**src/rtl/loop_seq_pkg.sv**
```systemverilog
// loop_seq_pkg
//   Shared types and defaults for the two-level loop sequencer.
//   - state_t : sequencer state encoding
//   - outs_t  : bundle of Moore outputs decoded from a state
//   - decode(): state -> output bundle
package loop_seq_pkg;

    localparam int SETTLE_DEF = 1;
    localparam int ITW_DEF    = 16;

    typedef enum logic [3:0] {
        IDLE,
        CLR,
        WAIT,
        CHK_I,
        CHK_J,
        BODY_GO,
        BODY_WAIT,
        INC_J,
        INC_I,
        FIN
    } state_t;

    typedef struct packed {
        logic rst_i;
        logic inc_i;
        logic rst_j;
        logic inc_j;
        logic body_start;
        logic busy;
        logic done;
    } outs_t;

    function automatic outs_t decode(state_t s);
        outs_t o;
        o      = '0;
        o.busy = (s != IDLE);
        case (s)
            CLR: begin
                o.rst_i = 1'b1;
                o.rst_j = 1'b1;
            end
            INC_J:   o.inc_j = 1'b1;
            // advancing I restarts the inner loop in the same cycle
            INC_I: begin
                o.inc_i = 1'b1;
                o.rst_j = 1'b1;
            end
            BODY_GO: o.body_start = 1'b1;
            FIN:     o.done = 1'b1;
            default: ;
        endcase
        return o;
    endfunction

endpackage

```
**src/rtl/settle_timer.sv**
```systemverilog
// settle_timer
//   Down-counter giving the counter registers time to settle before their
//   z flags are sampled. Loaded while a strobe state is active, counts down
//   while enabled, expired is high at terminal count (zero).
//   Ports:
//     Clk      - system clock, rising edge
//     RSTn     - asynchronous active-low reset
//     load     - load load_val (takes priority over counting)
//     load_val - start value; expired rises load_val cycles after enabling
//     en       - count down by one per cycle while nonzero
//     expired  - counter is at zero
module settle_timer #(
    parameter int W = 2
) (
    input  logic         Clk,
    input  logic         RSTn,
    input  logic         load,
    input  logic [W-1:0] load_val,
    input  logic         en,
    output logic         expired
);

    logic [W-1:0] cnt;

    always_ff @(posedge Clk or negedge RSTn) begin
        if (!RSTn) begin
            cnt <= '0;
        end else if (load) begin
            cnt <= load_val;
        end else if (en && (cnt != '0)) begin
            cnt <= cnt - W'(1);
        end
    end

    assign expired = (cnt == '0);

endmodule

```
**src/rtl/loop_seq_ctrl.sv**
```systemverilog
// loop_seq_ctrl
//   Two-level loop sequencer driving the I (outer) and J (inner) loop-counter
//   registers and handing each iteration to the execution engine.
//   Ports:
//     Clk, RSTn        - clock (rising edge), async active-low reset
//     start            - begin a loop nest (IDLE only)
//     abort            - return to IDLE at next edge, no done pulse
//     zi, zj           - z flags of I / J registers (limit < count)
//     rst_i, inc_i     - clear / increment strobes to I
//     rst_j, inc_j     - clear / increment strobes to J
//     body_start       - one-cycle pulse: run one body
//     body_done        - engine finished the body (BODY_WAIT only)
//     busy             - any state other than IDLE
//     done             - one-cycle pulse on normal completion
//     iter_cnt         - bodies issued since the last accepted start
//
//   state     | meaning
//   ----------+-----------------------------------------------------------
//   IDLE      | waiting for start
//   CLR       | clear I and J
//   WAIT      | settle delay after a strobe, then go to the return target
//   CHK_I     | outer loop exhausted? -> FIN
//   CHK_J     | inner loop exhausted? -> INC_I
//   BODY_GO   | pulse body_start, count the iteration
//   BODY_WAIT | wait for body_done
//   INC_J     | advance inner index
//   INC_I     | advance outer index, restart inner index
//   FIN       | pulse done
module loop_seq_ctrl
    import loop_seq_pkg::*;
#(
    parameter int SETTLE = SETTLE_DEF,
    parameter int ITW    = ITW_DEF
) (
    input  logic           Clk,
    input  logic           RSTn,
    input  logic           start,
    input  logic           abort,
    input  logic           zi,
    input  logic           zj,
    output logic           rst_i,
    output logic           inc_i,
    output logic           rst_j,
    output logic           inc_j,
    output logic           body_start,
    input  logic           body_done,
    output logic           busy,
    output logic           done,
    output logic [ITW-1:0] iter_cnt
);

    // Timer is loaded during the strobe state so that WAIT lasts exactly
    // SETTLE cycles: it expires on its SETTLE-th cycle.
    localparam logic [1:0] SETTLE_LD = (SETTLE > 0) ? 2'(SETTLE - 1) : 2'd0;
    localparam bit         NO_WAIT   = (SETTLE == 0);

    state_t state, state_nxt;
    state_t ret, ret_nxt;
    outs_t  outs;
    logic   tmr_load;
    logic   tmr_exp;

    assign tmr_load = (state == CLR) || (state == INC_J) || (state == INC_I);

    settle_timer #(.W(2)) u_settle (
        .Clk      (Clk),
        .RSTn     (RSTn),
        .load     (tmr_load),
        .load_val (SETTLE_LD),
        .en       (state == WAIT),
        .expired  (tmr_exp)
    );

    always_comb begin
        state_nxt = state;
        ret_nxt   = ret;
        if ((state != IDLE) && abort) begin
            state_nxt = IDLE;
        end else begin
            case (state)
                IDLE:      if (start) state_nxt = CLR;
                CLR: begin
                    ret_nxt   = CHK_I;
                    state_nxt = NO_WAIT ? CHK_I : WAIT;
                end
                WAIT:      if (tmr_exp) state_nxt = ret;
                CHK_I:     state_nxt = zi ? FIN : CHK_J;
                CHK_J:     state_nxt = zj ? INC_I : BODY_GO;
                BODY_GO:   state_nxt = BODY_WAIT;
                BODY_WAIT: if (body_done) state_nxt = INC_J;
                INC_J: begin
                    ret_nxt   = CHK_J;
                    state_nxt = NO_WAIT ? CHK_J : WAIT;
                end
                INC_I: begin
                    ret_nxt   = CHK_I;
                    state_nxt = NO_WAIT ? CHK_I : WAIT;
                end
                FIN:       state_nxt = IDLE;
                default:   state_nxt = IDLE;
            endcase
        end
    end

    // Outputs are registered from the decode of the next state, so they
    // always equal decode(state) with no input-to-output path.
    always_ff @(posedge Clk or negedge RSTn) begin
        if (!RSTn) begin
            state    <= IDLE;
            ret      <= CHK_I;
            outs     <= '0;
            iter_cnt <= '0;
        end else begin
            state <= state_nxt;
            ret   <= ret_nxt;
            outs  <= decode(state_nxt);
            if ((state == IDLE) && start) begin
                iter_cnt <= '0;
            end else if ((state == BODY_GO) && !abort && (iter_cnt != '1)) begin
                iter_cnt <= iter_cnt + ITW'(1);
            end
        end
    end

    assign rst_i      = outs.rst_i;
    assign inc_i      = outs.inc_i;
    assign rst_j      = outs.rst_j;
    assign inc_j      = outs.inc_j;
    assign body_start = outs.body_start;
    assign busy       = outs.busy;
    assign done       = outs.done;

endmodule

```
**config.mk**
```make
export PLATFORM = sky130hd
export DESIGN_NAME = loop_seq_ctrl
export DESIGN_NICKNAME = d
export VERILOG_FILES = /design/src/rtl/loop_seq_pkg.sv /design/src/rtl/settle_timer.sv /design/src/rtl/loop_seq_ctrl.sv
export SDC_FILE = /design/constraint.sdc
export NUM_CORES = 1
export LEC_CHECK = 0
export ABC_AREA = 1
export CAP_MARGIN = 20
export CORE_ASPECT_RATIO = 2
export CORE_MARGIN = 2
export CORE_UTILIZATION = 45
export DETAILED_ROUTE_END_ITERATION = 7
export PLACE_DENSITY = 0.69
export SLEW_MARGIN = 15
export SYNTH_ARGS = -nofsm -noshare
export SYNTH_HDL_FRONTEND = slang
export SYNTH_HIERARCHICAL = 1
export SYNTH_SLANG_ARGS = --single-unit
```
**constraint.sdc**
```tcl
create_clock -name Clk -period 4.06 [get_ports Clk]
set_clock_uncertainty 0.05 [all_clocks]
set_input_delay 1.015 -clock Clk [delete_from_list [all_inputs] [get_ports Clk]]
set_output_delay 1.015 -clock Clk [all_outputs]
set_load 0.005 [all_outputs]
```
==> impl_metrics.json, run 1 <==
{
  "timing.setup.tns_ns": 0,
  "netlist_instances": 246,
  "cts_tree": "yes",
  "synth_xor_xnor_area_share_pct": 2.90,
  "total_leakage_power_nw": 1.08,
  "postLayoutCoreUtil_pct": 57.9,
  "synth-edff-count": 0,
  "clock_insertion_delay_worst_skew_ns": 0.28,
  "power_switching_mw": 0.440,
  "worst_path_largest_cell_delay_ns": 0.54,
  "power.density_nw_per_um2": 488,
  "synth.most_common_cell": "nand2_1",
  "first_global_vias": 1707,
  "drt_pre_antenna_iters": 4,
  "synth_top_cells_by_count": "90 x nand2_1, 30 x dfrtp_1, 27 x nor2_1, 21 x inv_1, 18 x nand3_1",
  "synthTopCellsByArea": "dfrtp_1 41%, nand2_1 19%, nand4_1 5.9%",
  "report.final.setup_viol": 0,
  "internal_power_mw": 0.646,
  "std_cell_rows": 32,
  "cts_root_buffer_type": "clkbuf_8",
  "seq_power_share_pct": 37.5,
  "max-vdd-ir-drop_mv": 0.360,
  "layout.nets": 289,
  "power.switching_fraction_pct": 40.5,
  "clkTransAtPathRegs_ns": 0.07,
  "cts.path.max_buffers": 2,
  "cp_num_buf_inv": 1,
  "setup.worst_path.end_class": "primary output",
  "wl_per_cell_microns": 12.5,
  "run_status": "finished clean",
  "core_sq_um": 3840,
  "cts_inserted_buffers": 5,
  "clock_tree.htree_level_count": 2,
  "timing_hold_violations_final": 0,
  "synth-seq-area-share_pct": 42.9,
  "holdCritPathClass": "reg2reg",
  "layout_min_cycle_time_ns": 2.35,
  "route.detailed.drc": 0,
  "synthSimpleGateAreaFrac_pct": 41.2,
  "cap_viol_max_count": 0,
  "critPathLaunchType": "register",
  "arrival_time_reported_for_the_critical_path_endpoint_ns": 1.29,
  "postRouteAntennaNets": 0,
  "synthesis.yosys.warnings": 6,
  "yosysTopAreaCell": "dfrtp_1",
  "numPortBuffers": 29,
  "worst_path_max_delay_cell": "clkdlybuf4s50_1",
  "io_pins": 30,
  "post_cts_hold_buffer_count": 0,
  "synth_compound_gate_area_share_pct": 4.97,
  "critical_path_class": "reg2out",
  "crit_path_cell_trace": "clkdlybuf4s50_1",
  "tightestPinTransition_ns": 0.708,
  "synthArstFlopShare_pct": 100,
  "timing.critical_path.max_delay_family": "buffers and inverters",
  "post_route_cells_drive_above_1_share_pct": 6.05,
  "totalWireLength_microns": 4150,
  "diodes": 0,
  "ys.flop_type": "dfrtp_1",
  "average_cell_area_after_synthesis_sq_um": 7.37,
  "cells_resized_by_post_cts_repair": 0,
  "timing_max_transition_violations_final": 0,
  "postSynthRegisterBits": 31,
  "max-slew-margin-rel_pct": 52.8,
  "place_ws_ns": 1.43,
  "maximum_operating_frequency_mhz": 425,
  "synthToLayoutAreaGrowth_pct": 22.7,
  "detailroute.via_count": 1697,
  "design_power_total_mw": 1.09,
  "power_frac_clock_pct": 21.4,
  "postCtsSetupRepairBufs": 0,
  "maximum_number_of_pins_on_one_net_before_global_route_repair": 19,
  "grt_first_pass_wirelength_microns": 7510,
  "post_drt_via_cell_ratio": 5.11,
  "dr.first_iter.drc_count": 36,
  "setup_slack_ns": 1.71,
  "fp.dieArea_sq_um": 4580,
  "yosys-mux-area-fraction_pct": 0,
  "combinational_family_with_the_most_area_after_synthesis": "simple AND/OR/NAND/NOR gates",
  "rsz0062_at_grt": "false",
  "number_of_antenna_violations_at_the_first_check_in_global_routing": 0,
  "place_hpwl_microns": 3190,
  "fp.dieH_microns": 93.8,
  "grt_usage_pct": 21.4,
  "clock_sinks": 31,
  "grt-ovfl-total": 0,
  "timing.critical_path.fanout_max": 6,
  "power.share.combinational_pct": 41.1,
  "gpl.final_weighted_congestion": 0.846,
  "post_synth_fa_ha_maj_area_fraction_pct": 1.38,
  "netlist_area_sq_um": 1810,
  "chipWidth_microns": 48.9,
  "initial_util_pct": 47.2,
  "min_period_over_period_pct": 57.9,
  "yosysTopAreaCellShare_pct": 41.4,
  "timing.critical_path.required_ns": 2.99,
  "synth.distinct_cells": 27
}
## placed cells by master, fill, tap and decap left out, drive strengths merged
cell | synthesis | layout
and2 | 1 | 1
buf | 3 | 1
clkbuf | 1 | 7
clkdlybuf4s50 | 0 | 29
clkinv | 0 | 1
conb | 1 | 2
dfrtp | 30 | 30
dfstp | 1 | 1
ha | 2 | 2
inv | 22 | 22
nand2 | 93 | 93
nand3 | 19 | 19
nand3b | 3 | 3
nand4 | 17 | 17
nor2 | 30 | 30
nor3 | 1 | 1
o21a | 2 | 2
o21ai | 9 | 9
o21bai | 4 | 4
or2 | 1 | 1
xnor2 | 1 | 1
xor2 | 5 | 5
## per-stage QoR
stage | hold WS, ns | instance area, sq um | std cells
floorplan | 0.400 | 1820 | 247
global placement | 0.415 | 2140 | 324
detailed placement | 0.417 | 2140 | 324
CTS | 0.437 | 2220 | 332
global route | 0.479 | 2220 | 332
finish | 0.434 | 2220 | 332
## worst paths after layout
kind	from	to	slack (ns)	depth (start not counted)
worst min register to register	ret[2]	ret[2]	0.43	2
min in group asynchronous	RSTn	iter_cnt[3]	1.09	1
worst max register to register	iter_cnt[0]	iter_cnt[15]	1.96	8
worst min-delay path	ret[2]	ret[2]	0.43	2
max in group asynchronous	RSTn	rst_i	2.18	2
worst max-delay path	iter_cnt[6]	iter_cnt[6]	1.71	1
## kinds of logic after synthesis
family	after synthesis
and+or+nand+nor	165
DFF	31
buffers and inverters	26
AOI/OAI and AO/OA	15
xor gates and xnor gates	6
adders and majority gates	2
other	1
## power by group through the flow
stage,Sequential [mW],Combinational [mW],Clock (mW)
after CTS,0.408,0.455,0.238
after global placement,0.412,0.452,0
after floorplan,0.407,0.333,0
after detailed placement,0.413,0.452,0
after global routing,0.415,0.521,0.251
final,0.407,0.446,0.232
## layer usage
metal	track usage (%)	routed length [microns]	vias to the layer above	share of wire (%)
met5	0	0	-	0
met4	13.3	143	0	3.4
met3	3.34	117	11	2.8
met2	40.6	2390	39	58
met1	20.9	1500	791	36
li1	-	-	856	-
## state kept, by name, summed over array words and instances, names as in the netlist
signal / cells
body_start: 1
busy: 1
done: 1
inc_i: 1
inc_j: 1
iter_cnt: 16
ret: 2
rst_i: 1
rst_j: 1
state: 4
u_settle/cnt: 2
## final cells by class
type,count,area [sq um]
Fill cell,409,1620
Inverter,22,82.6
Multi-Input combinational cell,190,922
Tap cell,51,63.8
Sequential cell,31,777
Timing Repair Buffer,30,298
Clock buffer,7,76.3
Clock inverter,1,5.00
Power figures use the tool's default switching activity.
==> run 2, diff against run 1 <==
--- a/config.mk
+++ b/config.mk
@@ -11,7 +11,7 @@
 export CORE_MARGIN = 2
 export CORE_UTILIZATION = 45
 export DETAILED_ROUTE_END_ITERATION = 7
-export PLACE_DENSITY = 0.69
+export PLACE_DENSITY = 0.72
 export SLEW_MARGIN = 15
 export SYNTH_ARGS = -nofsm -noshare
 export SYNTH_HDL_FRONTEND = slang
==> constraint.sdc (replaced) <==
create_clock -name Clk -period 2.1 [get_ports Clk]
set_clock_uncertainty 0.05 [all_clocks]
set_input_delay 0.525 -clock Clk [delete_from_list [all_inputs] [get_ports Clk]]
set_output_delay 0.525 -clock Clk [all_outputs]
set_load 0.005 [all_outputs]
==> impl_metrics.json, run 2 (same netlist as run 1, synthesis figures left out) <==
{
  "route.detailed.drc": 0,
  "detailroute.via_count": 1725,
  "maximum_number_of_pins_on_one_net_before_global_route_repair": 32,
  "report.final.setup_viol": 0,
  "postRouteAntennaNets": 0,
  "critical_path_class": "reg2out",
  "timing_max_transition_violations_final": 0,
  "number_of_antenna_violations_at_the_first_check_in_global_routing": 0,
  "grt_usage_pct": 20.3,
  "critical_path.startpoint": "iter_cnt[12]",
  "crit_end": "iter_cnt[12]",
  "timing.critical_path.fanout_max": 6,
  "cts_inserted_buffers": 5,
  "totalWireLength_microns": 4130,
  "synthToLayoutAreaGrowth_pct": 23.9,
  "worst_path_max_delay_cell": "clkdlybuf4s50_1",
  "worstReg2RegStart": "iter_cnt[0]",
  "grt_first_pass_wirelength_microns": 7100,
  "power.density_nw_per_um2": 944,
  "reg2regPathDepth": 8,
  "clock_insertion_delay_worst_skew_ns": 0.28,
  "largest_register_ffs": 16,
  "fp.dieH_microns": 93.8,
  "drt_pre_antenna_iters": 4,
  "initial_util_pct": 47.2,
  "cts.path.max_buffers": 2,
  "path_depth": 1,
  "postCtsSetupRepairBufs": 0,
  "power.switching_fraction_pct": 40.6,
  "wl_per_cell_microns": 12.3,
  "cp_num_buf_inv": 1,
  "maximum_operating_frequency_mhz": 535,
  "crit_path_cell_trace": "clkdlybuf4s50_1",
  "gpl.final_weighted_congestion": 0.869,
  "max-slew-margin-rel_pct": 66.7,
  "area_of_combinational_cells_with_multiple_inputs_sq_um": 922,
  "grt-ovfl-total": 0,
  "core_sq_um": 3840,
  "power_frac_clock_pct": 21.1,
  "timing.setup.tns_ns": 0,
  "most-common-layout-cells": "90 x nand2_1, 30 x dfrtp_1, 29 x clkdlybuf4s50_1",
  "timing_hold_violations_final": 0,
  "io_pins": 30,
  "clock_tree.htree_level_count": 2,
  "regToRegSetupSlack_ns": 0.24,
  "min_period_over_period_pct": 89.0,
  "critPathLaunchType": "register",
  "std_cell_rows": 32,
  "post_cts_hold_buffer_count": 0,
  "clkTransAtPathRegs_ns": 0.06,
  "internal_power_mw": 1.26,
  "clock_sinks": 31,
  "post_route_cells_drive_above_1_share_pct": 7.04,
  "worst_path_largest_cell_delay_ns": 0.54,
  "seqCellArea_sq_um": 777,
  "seq_power_share_pct": 37.1,
  "reg_top3": "iter_cnt (16), state (4)",
  "timing.critical_path.max_delay_family": "buffers and inverters",
  "nFillCells": 392,
  "layout.nets": 292,
  "timing.critical_path.required_ns": 1.52,
  "mostFrequentLayoutCell": "nand2_1",
  "cap_viol_max_count": 0,
  "design_power_total_mw": 2.12,
  "tightestPinTransition_ns": 0.496,
  "cts_tree": "yes",
  "max-vdd-ir-drop_mv": 0.608,
  "dr.first_iter.drc_count": 27,
  "total_leakage_power_nw": 1.10,
  "setup.worst_path.end_class": "primary output",
  "power_switching_mw": 0.860,
  "arrival_time_reported_for_the_critical_path_endpoint_ns": 1.29,
  "fp.dieArea_sq_um": 4580,
  "place_hpwl_microns": 3120,
  "post_drt_via_cell_ratio": 5.15,
  "layout_min_cycle_time_ns": 1.87,
  "run_status": "finished clean",
  "rsz0062_at_grt": "false",
  "worstReg2RegEnd": "iter_cnt[10]",
  "regMostFlops": "iter_cnt",
  "cts_root_buffer_type": "clkbuf_8",
  "diodes": 0,
  "numPortBuffers": 29,
  "holdCritPathClass": "reg2reg",
  "chipWidth_microns": 48.9,
  "cells_resized_by_post_cts_repair": 0,
  "power.share.combinational_pct": 41.8,
  "first_global_vias": 1684
}
run 2: cell count changes in the layout (fill, tap and decap cells not counted), sizes merged:
cell and change:
buf +3
run 2: power by group through the flow:
| stage | clock (mW) | combinational, mW | sequential, mW |
|---|---|---|---|
| after detailed placement | 0 | 0.889 | 0.799 |
| final | 0.449 | 0.886 | 0.786 |
| after global placement | 0 | 0.884 | 0.798 |
| after global routing | 0.485 | 1.03 | 0.802 |
| after CTS | 0.459 | 0.895 | 0.787 |
| after floorplan | 0 | 0.645 | 0.788 |
run 2: metrics by stage:
step                      cell area, sq um  setup slack, ns  hold slack, ns  utilization (%)  std cells
after floorplan                       1820            0.404           0.179                -        247
after global placement                2170            0.220           0.416             56.3        327
after detailed placement              2170            0.200           0.416             56.3        327
after CTS                             2250            0.230           0.434             58.5        335
after global routing                  2250           0.0541           0.463             58.5        335
final                                 2250            0.230           0.430             58.5        335
run 2: worst min path at each step:
stage	startpoint	to	slack [ns]	depth (start not counted)
finish	ret[2]	ret[2]	0.43	2
floorplan	RSTn	body_start	0.18	0
global placement	ret[2]	ret[2]	0.42	2
detailed placement	ret[2]	ret[2]	0.42	2
CTS	ret[2]	ret[2]	0.43	2
global route	ret[2]	ret[2]	0.46	2
run 2: layout make-up:
type / instances / area share [%]
Tap cell: 51 / 2.84
Sequential cell: 31 / 34.6
Timing Repair Buffer: 33 / 14.3
Multi-Input combinational cell: 190 / 41.0
Clock inverter: 1 / 0.223
Clock buffer: 7 / 3.40
Inverter: 22 / 3.67
run 2: routing by layer:
layer / vias to the layer above / wire, microns / global-route usage [%]
met2: 45 / 2180 / 36.0
met4: 0 / 247 / 16.9
li1: 863 / - / -
met5: - / 0 / 0
met3: 19 / 112 / 2.55
met1: 798 / 1590 / 20.8
==> run 3, diff against run 2 <==
--- a/config.mk
+++ b/config.mk
@@ -17,3 +17,4 @@
 export SYNTH_HDL_FRONTEND = slang
 export SYNTH_HIERARCHICAL = 1
 export SYNTH_SLANG_ARGS = --single-unit
+export TNS_END_PERCENT = 20
==> results of run 3 <==
Final layout, timing and power as in run 2 (identical DEF).
